### config.mk
export PLATFORM = sky130hd
export DESIGN_NAME = rdy_val_fifo_buf
export DESIGN_NICKNAME = d
export VERILOG_FILES = /design/src/rtl/rdy_val_pkg.sv /design/src/rtl/rdy_val_buf_ptr.sv /design/src/rtl/rdy_val_fifo_buf.sv
export SDC_FILE = /design/constraint.sdc
export NUM_CORES = 1
export LEC_CHECK = 0
export CORE_MARGIN = 5
export CORE_UTILIZATION = 56
export CTS_CLUSTER_DIAMETER = 100
export DETAILED_ROUTE_END_ITERATION = 10
export GPL_TIMING_DRIVEN = 0
export PLACE_DENSITY = 0.82
export SLEW_MARGIN = 10
export SYNTH_ARGS = -nofsm -noshare
export SYNTH_HDL_FRONTEND = slang
export SYNTH_SLANG_ARGS = --single-unit
### constraint.sdc
create_clock -name clk -period 6.89 [get_ports clk]
set_input_delay 0.689 -clock clk [delete_from_list [all_inputs] [get_ports clk]]
set_output_delay 0.689 -clock clk [all_outputs]
set_load 0.1 [all_outputs]
### src/rtl/rdy_val_pkg.sv
// Shared helpers for the ready/valid elastic buffer: counter/pointer widths
// and the modulo-DEPTH pointer advance used by both buffer pointers.
package rdy_val_pkg;

   // Width of an occupancy counter that must hold 0..depth inclusive.
   function automatic int cnt_width(input int depth);
      return $clog2(depth + 1);
   endfunction

   // Width of a pointer addressing 0..depth-1 (depth >= 2, so never zero).
   function automatic int ptr_width(input int depth);
      return $clog2(depth);
   endfunction

   // Next pointer value; wraps from depth-1 to 0 without a power-of-two assumption.
   function automatic int ptr_wrap(input int ptr, input int depth);
      return (ptr >= depth - 1) ? 0 : ptr + 1;
   endfunction

endpackage

### src/rtl/rdy_val_buf_ptr.sv
// Wrapping modulo-DEPTH pointer with increment enable and synchronous reset.
// Used for both the write and the read side of the buffer.
module rdy_val_buf_ptr
   import rdy_val_pkg::*;
#(
   parameter int DEPTH = 4,
   localparam int PW = ptr_width(DEPTH)
) (
   input  logic          clk,
   input  logic          rst,
   input  logic          inc,
   output logic [PW-1:0] ptr
);

   // Advance by one on inc, wrapping at DEPTH-1; reset returns to slot 0.
   always_ff @(posedge clk) begin
      if (rst) begin
         ptr <= '0;
      end else if (inc) begin
         ptr <= PW'(ptr_wrap(int'(ptr), DEPTH));
      end
   end

endmodule

### src/rtl/rdy_val_fifo_buf.sv
// Parametrised ready/valid elastic buffer holding up to DEPTH beats.
// b_rdy is a register computed from next occupancy, so it has no
// combinational dependence on r_rdy and cuts the ready path.
// Optional macro RDY_VAL_FIFO_BUF_BYPASS_EN: when empty with t_val and r_rdy
// both high, the beat passes straight from t_* to b_* with zero latency.
//
// Handshake: a beat transfers on a rising edge when valid and ready are both
// high on that interface (push = t_val & b_rdy, pop = b_val & r_rdy); while
// b_val=1 and r_rdy=0, b_val and b_data hold steady.
module rdy_val_fifo_buf
   import rdy_val_pkg::*;
#(
   parameter int BW    = 8,
   parameter int DEPTH = 4,
   localparam int CW   = cnt_width(DEPTH)
) (
   input  logic          clk,
   input  logic          rst,
   input  logic          t_val,
   input  logic [BW-1:0] t_data,
   output logic          b_rdy,
   input  logic          r_rdy,
   output logic          b_val,
   output logic [BW-1:0] b_data,
   output logic [CW-1:0] count
);

   localparam int PW = ptr_width(DEPTH);

   // Beat presented downstream.
   typedef struct packed {
      logic          valid;
      logic [BW-1:0] data;
   } beat_t;

   logic [BW-1:0] mem [DEPTH];
   logic [PW-1:0] wr_ptr;
   logic [PW-1:0] rd_ptr;
   logic [CW-1:0] count_q;
   logic [CW-1:0] count_next;
   logic          b_rdy_q;
   logic          stored_val;
   logic          byp;
   logic          push;
   logic          pop;
   beat_t         out_beat;

   assign stored_val = (count_q != '0);

`ifdef RDY_VAL_FIFO_BUF_BYPASS_EN
   // Empty buffer with both sides ready: hand the beat straight through.
   assign byp = ~stored_val & t_val & r_rdy;
`else
   assign byp = 1'b0;
`endif

   // Inputs are ignored while rst is high; a bypassed beat is never stored.
   assign push = ~rst & t_val & b_rdy_q & ~byp;
   assign pop  = ~rst & stored_val & r_rdy;

   rdy_val_buf_ptr #(.DEPTH(DEPTH)) u_wr_ptr (
      .clk (clk),
      .rst (rst),
      .inc (push),
      .ptr (wr_ptr)
   );

   rdy_val_buf_ptr #(.DEPTH(DEPTH)) u_rd_ptr (
      .clk (clk),
      .rst (rst),
      .inc (pop),
      .ptr (rd_ptr)
   );

   // Next occupancy: push-only grows, pop-only shrinks, both or neither holds.
   always_comb begin
      count_next = count_q;
      case ({push, pop})
         2'b10:   count_next = count_q + CW'(1);
         2'b01:   count_next = count_q - CW'(1);
         default: count_next = count_q;
      endcase
   end

   // Occupancy and registered ready; ready looks at next occupancy only.
   always_ff @(posedge clk) begin
      if (rst) begin
         count_q <= '0;
         b_rdy_q <= 1'b1;
      end else begin
         count_q <= count_next;
         b_rdy_q <= (count_next < CW'(DEPTH));
      end
   end

   // Storage write; contents are deliberately not reset.
   always_ff @(posedge clk) begin
      if (push) begin
         mem[wr_ptr] <= t_data;
      end
   end

   // Output beat: head of storage, or the incoming beat when bypassing.
   always_comb begin
      out_beat.valid = stored_val;
      out_beat.data  = mem[rd_ptr];
      if (byp) begin
         out_beat.valid = 1'b1;
         out_beat.data  = t_data;
      end
   end

   assign b_rdy  = b_rdy_q;
   assign b_val  = out_beat.valid;
   assign b_data = out_beat.data;
   assign count  = count_q;

endmodule

==> qor.yml, run 1 <==
min_path:
  min_path_type: "reg -> reg"
  min_from: "u_wr_ptr.ptr[1]"
clocking:
  hold_buffers: 0
  postCtsResizedCells: 0
  clkSlewWorstSetupHoldPaths_ps: 110
  cts_root_buf: "clkbuf_4"
  cts-buffers-inserted: 5
  clock_path_buffers: 2
  cts-htree-levels: 2
  cts_sinks: 42
  cts_tree: "yes"
  worstSkewPairLatency_ps: 340
  postCtsSetupBuffers: 0
setup_path:
  cp-start-kind: "register"
  rrSetupSlack_ps: 4540
  end_kind: "primary output"
  crit_arrival_ps: 2510
  path_class: "reg -> out"
  required_ps: 6200
  r2r_start: "count[1]"
  critical_path.max_fanout: 8
layout:
  fin_area_um2: 1980
  syn2layout_area_growth_pct: 19.2
  fillers: 199
  multi_input_area_um2: 473
  n_antenna_cell: 0
  seq_area_um2: 1160
  fin_nets: 141
  drive_gt1_frac: 0.154
global_route:
  grt-ovfl-total: 0
  antenna_found_initial: 0
  track_usage: 0.149
  grt_pass1_vias: 929
  grt_pass1_wl_mm: 4.53
  grt_max_degree: 13
floorplanning:
  die_area_um2: 4150
  coreArea_um2: 2810
  die_h_um: 64.4
  io_pins: 25
  placement_rows: 19
  die_w_um: 64.4
  initial_utilization: 0.591
power_and_ir_drop:
  vdd_ir_drop_max_v: 0.000188
  total_power_mw: 0.555
  power_density_nw_per_um2: 281
  power.leakage_nw: 0.685
timing:
  slew_headroom: 0.347
  rsz0062_at_grt: "false"
  clock_skew_ps: 9.35
  fmax_mhz: 313
  tns_ps: 0
  worst_slack_ps: 3700
  hold_violations: 0
  setup_viol: 0
  fin_crit_ps: 3190
  period_share: 0.464
  worst_slew_pin_slew_ps: 976
  slew_violations: 0
placement:
  preCtsSetupSlack_ps: 3890
  gp_congestion: 0.641
  io_buffers: 23
  dp_hpwl_mm: 1.88
  place_area_um2: 1930
route:
  drc: 0
  via_per_inst: 5.57
  drtIter0Drc: 20
  routed_wl_mm: 2.59
  first_pass_iters: 4
  dr_total_vias: 858
  wl_per_cell_um: 16.8
  detail-route-antenna-nets: 0
synth:
  synth_cell_types: 23
  yosys_warnings: 0
  synth_fp_nets: 111
  synth.avg_cell_area_um2: 18.0
  synth_seq_area_share: 0.700
  synth-seq-cells: 42
  syn_inst: 92
  syn_area_um2: 1660
run:
  drv_cap: 0
outcome:
  outcome: "complete, no violations"
synthesized netlist by cell type:
cell | instances | area, um^2
a21oi_1 | 2 | 10.0
a22o_2 | 1 | 10.0
and2_1 | 4 | 25.0
and3b_4 | 1 | 12.5
buf_1 | 1 | 3.75
buf_2 | 1 | 5.00
clkbuf_1 | 1 | 3.75
dfxtp_1 | 10 | 200
edfxtp_1 | 32 | 961
fa_1 | 1 | 20.0
ha_1 | 6 | 75.1
inv_1 | 3 | 11.3
mux2_2 | 1 | 11.3
mux2_4 | 1 | 15.0
mux2i_1 | 3 | 30.0
mux4_2 | 8 | 180
nand2_1 | 2 | 7.51
nand3_1 | 1 | 5.00
nor2_1 | 8 | 30.0
nor2b_1 | 2 | 12.5
or3_4 | 1 | 11.3
xnor2_1 | 1 | 8.76
xor2_1 | 1 | 8.76
state kept, by name (all words and copies together) (netlist names), named ones only:
register	count
mem	32
u_rd_ptr.ptr	2
count	2
b_rdy	1
u_wr_ptr.ptr	2
metal layers:
metal	routed length, um	global-route usage	vias to the layer above
li1	-	-	406
met1	1120	0.186	415
met2	1290	0.236	30
met3	112	0.0397	7
met4	65	0.0871	0
met5	0	0	-
final timing paths:
kind	endpoint	cells after the start
hold reg to reg	u_wr_ptr.ptr[1]	2
setup / recovery	b_data[4]	3
setup reg to reg	register	7
hold / removal	u_wr_ptr.ptr[1]	2
critical path, stage by stage, from the launching register on:
cell	delay (ps)
dfxtp_1	340
buf_1	390
mux4_2	300
clkdlybuf4s50_1	1130
layout make-up:
cell class	count	area share
clock buffer	8	0.0247
inverter	3	0.00570
multi-input combinational	44	0.239
tap	31	0.0196
buffer	3	0.00633
sequential	42	0.588
timing repair buffer	23	0.117
layout by cell type, fill, tap and decap left out, types with 2 or more instances in the layout:
| master | Yosys | routed |
|---|---|---|
| a21oi_1 | 2 | 2 |
| and2_1 | 4 | 4 |
| clkbuf_1 | 1 | 4 |
| clkbuf_4 | 0 | 5 |
| clkdlybuf4s50_1 | 0 | 23 |
| dfxtp_1 | 10 | 10 |
| edfxtp_1 | 32 | 32 |
| ha_1 | 6 | 6 |
| inv_1 | 3 | 3 |
| mux2i_1 | 3 | 3 |
| mux4_2 | 8 | 8 |
| nand2_1 | 2 | 2 |
| nor2_1 | 8 | 8 |
| nor2b_1 | 2 | 2 |
cell families after synthesis:
| family | share of synthesized area |
|---|---|
| flops | 0.700 |
| simple gates | 0.0626 |
| mux | 0.143 |
| fa+ha+maj | 0.0574 |
| buf+inv | 0.0143 |
| compound gates | 0.0121 |
| xor+xnor | 0.0106 |
where the power goes:
group	internal [mW]	leakage [nW]	total (mW)	switching (mW)
sequential	0.283	0.372	0.290	0.00638
combinational	0.0463	0.286	0.154	0.107
clock	0.0407	0.0265	0.111	0.0703
stage by stage:
stage               cells  hold slack (ps)  utilization
global placement      146              482        0.687
detailed placement    146              497        0.687
floorplan              92              469            -
finish                154              513        0.704
global route          154              549        0.704
CTS                   154              519        0.704
Note: power is estimated with default switching activity, not from simulation.
==> run 2: changes to the inputs <==
CORE_UTILIZATION = 52   (was 56)
PLACE_DENSITY = 0.77   (was 0.82)
clock period = 3.2 ns   (was 6.89 ns; I/O delays follow)
==> run 2 against run 1 <==
  * Clock power grew to 2.9 times the previous value
  * Total power is 130% higher
  * Critical endpoint is now b_data[5]
  * Cell area is 2.2% higher
  * Die area is 6.5% higher
  * Largest power group unchanged
  * Combinational power is 110% higher
  * Worst setup slack worse by 3300 ps
  * Sequential share of layout area is 1.2 points lower
  * Utilization is 4.3 points lower
  * Non-clock buffer count stayed put
==> qor.yml, run 2 (synthesis results as in run 1) <==
outcome:
  outcome: "complete, no violations"
timing:
  worst_slew_pin_slew_ps: 983
  setup_viol: 0
  period_share: 0.879
  worst_slack_ps: 388
  slew_headroom: 0.343
  fin_worst_hold_slack_ps: 338
  fmax_mhz: 356
  tns_ps: 0
  slew_violations: 0
  hold_violations: 0
  fin_crit_ps: 2810
  clock_skew_ps: 13.6
  rsz0062_at_grt: "false"
route:
  via_per_inst: 5.04
  drc: 0
  detail-route-antenna-nets: 0
  dr_total_vias: 842
  first_pass_iters: 2
  routed_wl_mm: 2.52
  wl_per_cell_um: 15.1
  drtIter0Drc: 5
layout:
  mostFrequentLayoutCell: "edfxtp_1"
  largest_reg_flops: 32
  fin_nets: 141
  fin_area_um2: 2020
  largest-register: "mem"
  n_antenna_cell: 0
  syn2layout_area_growth_pct: 21.7
  drive_gt1_frac: 0.163
  final_cell_mix: "edfxtp_1, clkdlybuf4s50_1, dfxtp_1"
power_and_ir_drop:
  p_clk_frac: 0.250
  power.leakage_nw: 0.698
  p_comb_frac: 0.260
  power.switching_mw: 0.400
  cell_internal_pwr_mw: 0.873
  pwr-share-seq: 0.490
  vdd_ir_drop_max_v: 0.000442
  switching_share: 0.314
  power_density_nw_per_um2: 631
  total_power_mw: 1.27
setup_path:
  r2r_start: "count[1]"
  crit_arrival_ps: 2490
  required_ps: 2880
  end_kind: "primary output"
  critical_path.max_fanout: 8
  cp-start-kind: "register"
  path_class: "reg -> out"
floorplanning:
  coreArea_um2: 3050
  die_h_um: 66.5
  die_w_um: 66.5
  die_area_um2: 4420
  initial_utilization: 0.543
  placement_rows: 20
  io_pins: 25
min_path:
  min_from: "rst"
  min_path_type: "in -> reg"
global_route:
  grt-ovfl-total: 0
  antenna_found_initial: 0
  grt_pass1_vias: 878
  track_usage: 0.135
  grt_pass1_wl_mm: 4.17
  grt_max_degree: 14
clocking:
  cts_sinks: 42
  clock_path_buffers: 2
  postCtsResizedCells: 0
  cts_root_buf: "clkbuf_4"
  cts-htree-levels: 2
  worstSkewPairLatency_ps: 340
  postCtsSetupBuffers: 0
  cts-buffers-inserted: 5
  cts_tree: "yes"
  clkSlewWorstSetupHoldPaths_ps: 110
  hold_buffers: 0
placement:
  place_area_um2: 1940
  io_buffers: 23
  gp_congestion: 0.707
  preCtsSetupSlack_ps: 581
run:
  drv_cap: 0
## run 2: metrics by stage
step            util  std cells
5_1_grt        0.661        167
4_1_cts        0.661        167
3_5_place_dp   0.636        159
2_1_floorplan      -         92
6_report       0.661        167
3_3_place_gp   0.636        159
## run 2: layout make-up
cell class / count / area (um^2)
Tap cell: 44 / 55.1
Sequential cell: 42 / 1160
Buffer: 3 / 12.5
Clock buffer: 6 / 41.3
Multi-Input combinational cell: 44 / 473
Fill cell: 249 / 1030
Timing Repair Buffer: 23 / 230
Inverter: 3 / 11.3
Clock inverter: 2 / 33.8
## run 2: power by group through the flow
stage	clock network (mW)	registers [mW]	logic, mW
5_1_grt	0.358	0.627	0.346
2_1_floorplan	0	0.669	0.224
4_1_cts	0.330	0.624	0.336
3_3_place_gp	0	0.635	0.329
6_report	0.318	0.624	0.331
3_5_place_dp	0	0.636	0.335
## run 2: worst max-delay path, stage by stage, from the launching register on
cell	delay [ps]
dfxtp_1	320
buf_1	390
mux4_2	290
clkdlybuf4s50_1	1140
## run 2: final timing paths
path,cells after the start,slack (ps),endpoint
max reg2reg,7,830,register
min reg2reg,2,500,u_wr_ptr.ptr[1]
min,2,340,count[0]
max,3,390,b_data[5]
## run 2: per-layer routing
metal,part of all wire,GRT usage
met3,0.040,0.0556
met5,0,0
met2,0.53,0.227
met1,0.41,0.149
met4,0.019,0.0609
